===== config.mk =====
export PLATFORM = sky130hd
export DESIGN_NAME = fetch_flat
export DESIGN_NICKNAME = d
export VERILOG_FILES = /design/src/rtl/fetch_pkg.sv /design/src/rtl/fetch_if.sv /design/src/rtl/pc_reg.sv /design/src/rtl/fetch.sv /design/src/flat_wrapper.sv
export SDC_FILE = /design/constraint.sdc
export NUM_CORES = 1
export LEC_CHECK = 0
export ABC_CLOCK_PERIOD_IN_PS = 4990
export BUFFER_PORTS_ARGS = -buffer_cell sky130_fd_sc_hd__buf_2
export CORE_ASPECT_RATIO = 1.2
export CORE_MARGIN = 4
export CORE_UTILIZATION = 53
export CTS_BUF_LIST = sky130_fd_sc_hd__clkbuf_16
export DETAILED_ROUTE_END_ITERATION = 8
export GPL_TIMING_DRIVEN = 0
export HOLD_SLACK_MARGIN = 0.1
export PLACE_DENSITY = 0.84
export SLEW_MARGIN = 0
export SYNTH_ARGS = -nofsm -noshare
export SYNTH_HDL_FRONTEND = slang
export SYNTH_SLANG_ARGS = --single-unit

===== constraint.sdc =====
create_clock -name clk -period 4.99 [get_ports clk]
set_input_delay 0.2495 -clock clk [delete_from_list [all_inputs] [get_ports clk]]
set_output_delay 0.2495 -clock clk [all_outputs]
set_load 0.03 [all_outputs]

===== src/rtl/fetch_pkg.sv =====
// Shared processor constants: fetch FSM encoding, reset PC and the NOP word.
package fetch_pkg;

    typedef enum logic [1:0] {
        ST_REQ    = 2'd0,
        ST_VALID  = 2'd1,
        ST_DRAIN  = 2'd2,
        ST_HALTED = 2'd3
    } fetch_state_t;

    localparam logic [15:0] RESET_PC  = 16'h0000;
    localparam logic [15:0] NOP_INSTR = 16'h0800;
    localparam logic [15:0] PC_STEP   = 16'd2;

    // Instructions are halfword aligned; bit 0 of any target is ignored.
    function automatic logic [15:0] align_pc(input logic [15:0] addr);
        return {addr[15:1], 1'b0};
    endfunction

endpackage


===== src/rtl/fetch_if.sv =====
// Instruction-memory request/response channel between fetch and memory.
interface fetch_if;
    logic        imem_req;
    logic [15:0] imem_addr;
    logic        imem_ack;
    logic [15:0] imem_data;

    modport master (output imem_req, imem_addr, input imem_ack, imem_data);
    modport slave  (input imem_req, imem_addr, output imem_ack, imem_data);
endinterface


===== src/rtl/pc_reg.sv =====
// 16-bit program counter with load enable and synchronous reset.
module pc_reg
    import fetch_pkg::*;
(
    input  logic        clk,
    input  logic        rst,
    input  logic        load,
    input  logic [15:0] d,
    output logic [15:0] q
);

    // PC register: reset to the architectural start address, load on demand.
    always_ff @(posedge clk) begin
        if (rst)       q <= RESET_PC;
        else if (load) q <= d;
    end

endmodule


===== src/rtl/fetch.sv =====
// Instruction fetch: one outstanding request, holds the word for decode,
// squashes in-flight responses on redirect and stops on HALT.
//
// state     | meaning
// ST_REQ    | request outstanding at PC
// ST_VALID  | instruction held for decode
// ST_DRAIN  | waiting to discard a squashed response
// ST_HALTED | stopped by HALT, only rst exits
module fetch
    import fetch_pkg::*;
(
    input  logic          clk,
    input  logic          rst,
    fetch_if.master       mem,
    input  logic          stall,
    input  logic          redirect,
    input  logic [15:0]   redirect_pc,
    input  logic          halt,
    output logic [15:0]   instr,
    output logic [15:0]   PC_Next,
    output logic          instr_valid,
    output logic          halted,
    output logic          err
);

    fetch_state_t state_q, state_d;
    logic [15:0]  pc_q, pc_d, pc_inc;
    logic         pc_load, capture, err_set;

    assign pc_inc = pc_q + PC_STEP;

    pc_reg u_pc (
        .clk  (clk),
        .rst  (rst),
        .load (pc_load),
        .d    (pc_d),
        .q    (pc_q)
    );

    // State register.
    always_ff @(posedge clk) begin
        if (rst) state_q <= ST_REQ;
        else     state_q <= state_d;
    end

    // Next state, PC update and error detection; redirect beats stall/halt.
    always_comb begin
        state_d = state_q;
        pc_load = 1'b0;
        pc_d    = pc_inc;
        capture = 1'b0;
        err_set = 1'b0;
        case (state_q)
            ST_REQ: begin
                if (redirect) begin
                    pc_load = 1'b1;
                    pc_d    = align_pc(redirect_pc);
                    // A response arriving with the redirect is simply dropped.
                    state_d = mem.imem_ack ? ST_REQ : ST_DRAIN;
                end else if (mem.imem_ack) begin
                    capture = 1'b1;
                    pc_load = 1'b1;
                    state_d = ST_VALID;
                end
            end
            ST_VALID: begin
                if (mem.imem_ack) err_set = 1'b1;
                if (redirect) begin
                    pc_load = 1'b1;
                    pc_d    = align_pc(redirect_pc);
                    state_d = ST_REQ;
                end else if (!stall) begin
                    state_d = halt ? ST_HALTED : ST_REQ;
                end
            end
            ST_DRAIN: begin
                if (redirect) begin
                    pc_load = 1'b1;
                    pc_d    = align_pc(redirect_pc);
                end
                // The squashed response retires the old request; waiting
                // for another ack would never finish.
                if (mem.imem_ack) state_d = ST_REQ;
            end
            ST_HALTED: begin
                if (mem.imem_ack) err_set = 1'b1;
            end
            default: state_d = ST_REQ;
        endcase
        if (redirect && redirect_pc[0] && state_q != ST_HALTED) err_set = 1'b1;
    end

    // Registered decode-facing word, its successor address and sticky error.
    always_ff @(posedge clk) begin
        if (rst) begin
            instr   <= NOP_INSTR;
            PC_Next <= RESET_PC;
            err     <= 1'b0;
        end else begin
            if (capture) begin
                instr   <= mem.imem_data;
                PC_Next <= pc_inc;
            end
            if (err_set) err <= 1'b1;
        end
    end

    assign mem.imem_req  = (state_q == ST_REQ);
    assign mem.imem_addr = pc_q;
    assign instr_valid   = (state_q == ST_VALID);
    assign halted        = (state_q == ST_HALTED);

endmodule


===== src/flat_wrapper.sv =====
// flat-port wrapper written by rule: the top's interface ports become plain ports
module fetch_flat import fetch_pkg::*;
  (clk, rst, stall, redirect, redirect_pc, halt, instr, PC_Next, instr_valid, halted, err, mem_imem_req, mem_imem_addr, mem_imem_ack, mem_imem_data);
  fetch_if mem_i ();
  input  logic clk;
  input  logic rst;
  input  logic stall;
  input  logic redirect;
  input  logic [15:0] redirect_pc;
  input  logic halt;
  output logic [15:0] instr;
  output logic [15:0] PC_Next;
  output logic instr_valid;
  output logic halted;
  output logic err;
  output wire logic [$bits(mem_i.imem_req)-1:0] mem_imem_req;
  output wire logic [$bits(mem_i.imem_addr)-1:0] mem_imem_addr;
  input wire logic [$bits(mem_i.imem_ack)-1:0] mem_imem_ack;
  input wire logic [$bits(mem_i.imem_data)-1:0] mem_imem_data;
  assign mem_imem_req = mem_i.imem_req;
  assign mem_imem_addr = mem_i.imem_addr;
  assign mem_i.imem_ack = mem_imem_ack;
  assign mem_i.imem_data = mem_imem_data;
  fetch u_core (.clk(clk), .rst(rst), .mem(mem_i), .stall(stall), .redirect(redirect), .redirect_pc(redirect_pc), .halt(halt), .instr(instr), .PC_Next(PC_Next), .instr_valid(instr_valid), .halted(halted), .err(err));
endmodule

-- Word-level counts from Yosys, hierarchy flattened
Cells that the tools add are included.
- output and inout bits: 52
- flip-flop bits (word level): 51
- muxes and demuxes: 18
- reduce and logical (&&, ||, !) cells: 8
- add/subtract/negate cells: 1
- eq/ne operators: 7
- operators with widths (operator ; number):
    $mux 16 ; 2
    $add 16x2->16 const B ; 1
    $mux 2 ; 7
    $mux 1 ; 7
    $pmux 2 s3 ; 1
    $eq 2x2->1 const B ; 2
    $ne 2x2->1 const B ; 2
    $reduce_and 4->1 ; 1
    $reduce_or 2->1 ; 2
    $ne 3x2->1 const B ; 1
    $ne 3x3->1 const B ; 1
    $reduce_bool 3->1 ; 1
    $reduce_or 3->1 ; 1
    $eq 2x1->1 const B ; 1
    $logic_and 1x1->1 ; 2
    $logic_not 2->1 ; 1
    $pmux 1 s2 ; 1

-- Longest topological paths before layout
Gate-level depths: netlist of run 1.
- depth in word-level cells: 4
- depth in mapped cells: 8
- depth with buffers taken out: 6

-- Modules after synthesis
A second synthesis of run 1 with hierarchy kept.
- cell total of the unflattened synthesis: 282
- area total of the unflattened synthesis: 2379.8 sq um
- by module, submodules not included (module ; cells each ; instances ; area each (sq um) ; sequential area each (sq um)):
    fetch ; 230 ; 1 ; 1799.2 ; 700.7
    pc_reg ; 52 ; 1 ; 580.6 ; 320.3

-- Worst setup path after synthesis of run 1
Ideal clock, no wire load.
- path type: register to register
- start point: register u_core.u_pc.q[1]
- end point: register u_core.u_pc.q[15]
- cell stages (with the launch flop): 6
- slack: 3.124 ns
- data required time: 4.863 ns
- library setup time: 0.127 ns
- data arrival time: 1.739 ns
- path buffers: 0
- path through: dfxtp_1 > ha_1 > nand3_4 > nor4_4 > mux2i_1 > o211ai_1
- longest elaborated chain between the ends: 3
- RTL lines (what ; line ; source):
    start: declaration ; pc_reg.sv:9 ; output logic [15:0] q
    start signal: assignment ; pc_reg.sv:14 ; if (rst) q <= RESET_PC;
    start signal: assignment ; pc_reg.sv:15 ; else if (load) q <= d;
    $add 16x2->16 * ; fetch.sv:30 ; assign pc_inc = pc_q + PC_STEP;
    $mux 16 ; fetch.sv:55, fetch.sv:68, fetch.sv:77 ;
    $mux 16 * ; -- ;
Mark *: on every way between the ends. The rest lies on a longest branch, timed or not.
A chain may end at the register's enable or synchronous reset.

-- Worst setup path after layout of run 1
- start point: register u_core.u_pc.q[1]
- end point: register u_core.u_pc.q[13]
The elaborated chain is that of the path after synthesis.

==> flow_summary.json, run 1 <==
{
  "htreeDepth": 2,
  "grt_max_degree": 17,
  "clkTransAtPathRegs_ps": 70,
  "synth_commonest_cells": "dfxtp_1, nand2_1, a21oi_1",
  "path_max_fanout": 9,
  "crit_type": "flop to flop",
  "core_area_sq_um": 4590,
  "yosys_register_bits": 49,
  "relSlewSlack_pct": 65.2,
  "grt_pass1_vias": 2439,
  "postSynthAreaPerCell_sq_um": 8.22,
  "dp.cells": 450,
  "die_y_um": 83.3,
  "worstSetupEndpointType": "flop",
  "wire_per_inst_um": 14.7,
  "powerDensity_nw_per_um2": 360,
  "period_share_pct": 37.7,
  "worst_pin_slew_ps": 522,
  "start_kind": "flop",
  "die_area_sq_um": 5900,
  "syn_inst": 305,
  "fin_tns_setup_ps": 0,
  "grt_overflow_total": 0,
  "n_antenna_cell": 0,
  "worst_slack_ps": 3110,
  "synth_area_leader_cell": "dfxtp_1",
  "insertion_delay_ps": 290,
  "numCtsBuffers": 5,
  "ys_seq_area_share_pct": 39.1,
  "clock_path_buffers": 2,
  "portBuffers": 86,
  "synth_edf_count": 0,
  "place_ws_ps": 3100,
  "cts_tree": "yes",
  "pin_count": 90,
  "core.rowCount": 27,
  "required_ps": 5140,
  "grt_usage_pct": 23.2,
  "drive_gt1_share_pct": 29.5,
  "ant_nets": 0,
  "yosysMostFrequentCell": "dfxtp_1",
  "drc": 0,
  "max_freq_mhz": 532,
  "status": "finished clean",
  "synth_area_sq_um": 2510,
  "die_x_um": 70.8,
  "slew_violations": 0,
  "ctsResizeCount": 0,
  "place_congestion": 0.804,
  "hold_path.class": "input pin to flop",
  "period_needed_ps": 1880,
  "stdcell_count": 458,
  "synth_warnings": 0,
  "fin_nets": 442,
  "drtIter0Drc": 239,
  "syn_to_final_growth_pct": 26.0,
  "grt_pass1_wl_um": 11200,
  "leakage_nw": 1.37,
  "root_buffer": "clkbuf_16",
  "async_flop_share_pct": 0,
  "yosysTopAreaCellShare_pct": 39.1,
  "cap_viol_max_count": 0,
  "setup_viol": 0,
  "antenna_found_initial": 0,
  "synth_area_leaders": "dfxtp_1, a21oi_1, nand2_1, xnor2_1, o21ai_0",
  "ctsHoldBuffers": 0,
  "arrival_ps": 2030,
  "finClkSkew_ps": 6.62,
  "cts.sinks": 49,
  "cts_setup_buffers": 0,
  "ys.flop_type": "dfxtp_1",
  "rsz0062_at_grt": "false",
  "dr.pass1.iters": 4,
  "yosys.cell_types.count": 49,
  "drt_wl_total_um": 6750,
  "via_per_inst": 5.60,
  "hpwl_um": 4890,
  "ir_worst_vdd_uv": 204,
  "initial_core_util_pct": 54.6,
  "vias": 2563,
  "final-hold-violation-count": 0
}
[sequential cells by signal, summed over array words and instances, names as in the netlist]
name and flops:
u_core.instr 16, u_core.PC_Next 15, u_core.u_pc.q 15, u_core.state_q 2
u_core.err 1
[routing by layer]
layer / GRT usage, % / routed length, um / part of all wire (%)
met5: 0 / 0 / 0
met4: 9.57 / 149 / 2.2
met3: 5.45 / 580 / 8.6
met2: 38.3 / 3280 / 49
met1: 28.6 / 2740 / 41
[worst max-delay path, stage by stage (launching register included)]
cell,delay [ps]
dfxtp_1,540
ha_1,330
nand3_4,190
nor4_4,350
mux2i_1,240
a31oi_1,90
[power by group]
group          switching [W]  internal, W
logic               0.000223     0.000107
registers          0.0000403     0.000432
clock network       0.000149     0.000187
[worst paths after layout]
| path | start | end | slack, ps | cells past startpoint |
|---|---|---|---|---|
| min reg2reg | u_core.instr[9] | u_core.instr[9] | 450 | 2 |
| max | u_core.u_pc.q[1] | u_core.u_pc.q[13] | 3110 | 5 |
| max reg2reg | u_core.u_pc.q[1] | u_core.u_pc.q[13] | 3110 | 5 |
| min | mem_imem_data[11] | u_core.instr[11] | 170 | 3 |
[stage by stage]
step	utilization (%)	power [W]	hold slack [ps]	instance area (sq um)
after floorplan	-	0.000708	374	2510
after global placement	65.6	0.000800	439	3010
after detailed placement	65.6	0.000808	443	3010
after CTS	68.8	0.00114	168	3160
after global routing	68.8	0.00120	172	3160
final	68.8	0.00114	165	3160
[kinds of logic after synthesis]
family	count (synthesis)	share of synthesized area (%)
fa+ha+maj	5	2.50
simple gates	116	26.6
other cells	1	0.150
compound gates	87	20.3
buf+inv	30	5.19
mux	4	1.60
xor+xnor	13	4.54
flops	49	39.1
[area by class of cell]
class | count | area, sq um
Tap cell | 58 | 72.6
Buffer | 23 | 104
Fill cell | 397 | 1430
Sequential cell | 49 | 981
Clock inverter | 3 | 21.3
Multi-Input combinational cell | 227 | 1400
Clock buffer | 5 | 125
Timing Repair Buffer | 86 | 430
Inverter | 7 | 26.3
[cell usage in the layout (no fill, tap or decap), drive strengths merged, types with 8 or more instances in the layout]
cell,instances
buf,98
dfxtp,49
nand2,46
a21oi,43
o21ai,21
nor2,17
clkbuf,16
xnor2,12
nor4,11
nand3,10
inv,8
nand4,8
Note: power is estimated with default switching activity, not from simulation.
==> inputs of run 2 (changes only) <==
ABC_CLOCK_PERIOD_IN_PS = 1550   (was 4990)
CORE_UTILIZATION = 45   (was 53)
PLACE_DENSITY = 0.76   (was 0.84)
clock period = 1.55 ns   (was 4.99 ns; I/O delays follow)
==> flow_summary.json, run 2 (synthesized netlist as in run 1, its figures left out) <==
{
  "clock_path_buffers": 2,
  "crit_slowest_cell": "dfxtp_2",
  "drtIter0Drc": 193,
  "arrival_ps": 1810,
  "largestRegisters": "u_core.instr x16, u_core.PC_Next x15, u_core.u_pc.q x15",
  "htreeDepth": 2,
  "die_y_um": 89.8,
  "grt_overflow_total": 0,
  "cp_common_cell": "buf_6",
  "critical_path.top_delay_family": "compound AO/OA/AOI/OAI gates",
  "largest_reg_flops": 16,
  "finClkSkew_ps": 6.62,
  "wire_per_inst_um": 16.3,
  "p_total_w": 0.00417,
  "drt_wl_total_um": 8190,
  "worstSetupEndpointType": "flop",
  "setup_viol": 2,
  "grt_usage_pct": 22.2,
  "period_share_pct": 105,
  "path_max_fanout": 5,
  "min-delay-start": "redirect_pc[13]",
  "start_kind": "flop",
  "fin_nets": 483,
  "dr.pass1.iters": 5,
  "r2r-start": "u_core.state_q[0]",
  "design_area_sq_um": 3760,
  "die_area_sq_um": 6840,
  "layout_common_cells": "buf_2, nand2_1, a21oi_1",
  "insertion_delay_ps": 290,
  "dp.cells": 454,
  "max_freq_mhz": 615,
  "leakage_nw": 1.63,
  "portBuffers": 86,
  "core_area_sq_um": 5330,
  "core.rowCount": 29,
  "place_congestion": 0.854,
  "vias": 2773,
  "dpl-instance-area_sq_um": 3070,
  "ant_nets": 0,
  "stdcell_count": 503,
  "slowest_delay_ps": 360,
  "hpwl_um": 5130,
  "crit_type": "flop to flop",
  "cp-startpoint": "u_core.state_q[0]",
  "final-hold-violation-count": 0,
  "relSlewSlack_pct": 61.6,
  "drc": 0,
  "n_antenna_cell": 0,
  "post-route-util_pct": 70.4,
  "cap_viol_max_count": 0,
  "period_needed_ps": 1630,
  "root_buffer": "clkbuf_16",
  "drive_gt1_share_pct": 38.1,
  "crit_path_cell_trace": "inv_2 -> ha_4 -> o21ai_4 -> a21oi_2 -> buf_6 -> buf_6 -> o21a_1 -> o32ai_2",
  "worst_slack_ps": -76.8,
  "die_x_um": 76.1,
  "antenna_found_initial": 0,
  "cts_tree": "yes",
  "cts.sinks": 49,
  "hold_path.class": "input pin to flop",
  "slew_violations": 0,
  "required_ps": 1730,
  "worst_pin_slew_ps": 576,
  "powerDensity_nw_per_um2": 1110,
  "syn_to_final_growth_pct": 49.9,
  "grt_pass1_wl_um": 12700,
  "pin_count": 90,
  "top_register": "u_core.instr",
  "rsz0062_at_grt": "true",
  "layout.cells.most_common": "buf_2",
  "ir_worst_vdd_uv": 754,
  "grt_pass1_vias": 2676,
  "grt_max_degree": 17,
  "path_buf_inv": 3,
  "numCtsBuffers": 5,
  "violations": "setup timing",
  "via_per_inst": 5.51,
  "status": "complete, but fails checks",
  "initial_core_util_pct": 47.0,
  "clkTransAtPathRegs_ps": 70
}
run 2: final timing paths:
kind | end | slack (ps) | cells past startpoint
hold reg to reg | u_core.instr[1] | 450 | 2
setup / recovery | u_core.u_pc.q[8] | -80 | 8
setup reg to reg | u_core.u_pc.q[8] | -80 | 8
hold / removal | u_core.u_pc.q[13] | 120 | 3
run 2: final cells by class:
cell class / instances / area (sq um)
Clock buffer: 5 / 125
Sequential cell: 49 / 1000
Fill cell: 404 / 1580
Timing Repair Buffer: 129 / 826
Buffer: 21 / 145
Tap cell: 62 / 77.6
Clock inverter: 3 / 43.8
Multi-Input combinational cell: 227 / 1510
Inverter: 7 / 28.8
run 2: power by group:
part,internal [W],switching (W),leakage [nW],total (W)
logic,0.000554,0.000820,1.14,0.00137
registers,0.00140,0.000141,0.407,0.00154
clock network,0.000765,0.000492,0.0842,0.00126
run 2: what timing repair did:
action,in CTS,in global routing
hold buffers,26,0
resized for setup,23,32
hold endpoints to repair,26,0
pin swaps,6,11
setup buffers,9,8
gates cloned,1,0
endpoints found under the setup margin,47,44
run 2: worst min-delay path, stage by stage:
cell and delay [ps]:
buf_2 110, nand3_1 80, a31oi_1 90
run 2: layer usage:
layer	vias up	GRT usage (%)	part of all wire (%)
li1	1349	-	-
met1	1284	25.6	38
met2	122	39.6	54
met3	18	4.00	6.0
met4	0	9.48	2.4
met5	-	0	0
run 2: stage by stage:
stage / setup WS (ps) / TNS, ps / hold slack [ps]
after floorplan: -46.0 / -46.0 / 202
after global placement: -153 / -5290 / 293
after detailed placement: -191 / -6410 / 296
after CTS: -23.5 / -75.4 / 114
after global routing: -159 / -870 / 107
final: -76.8 / -100 / 119
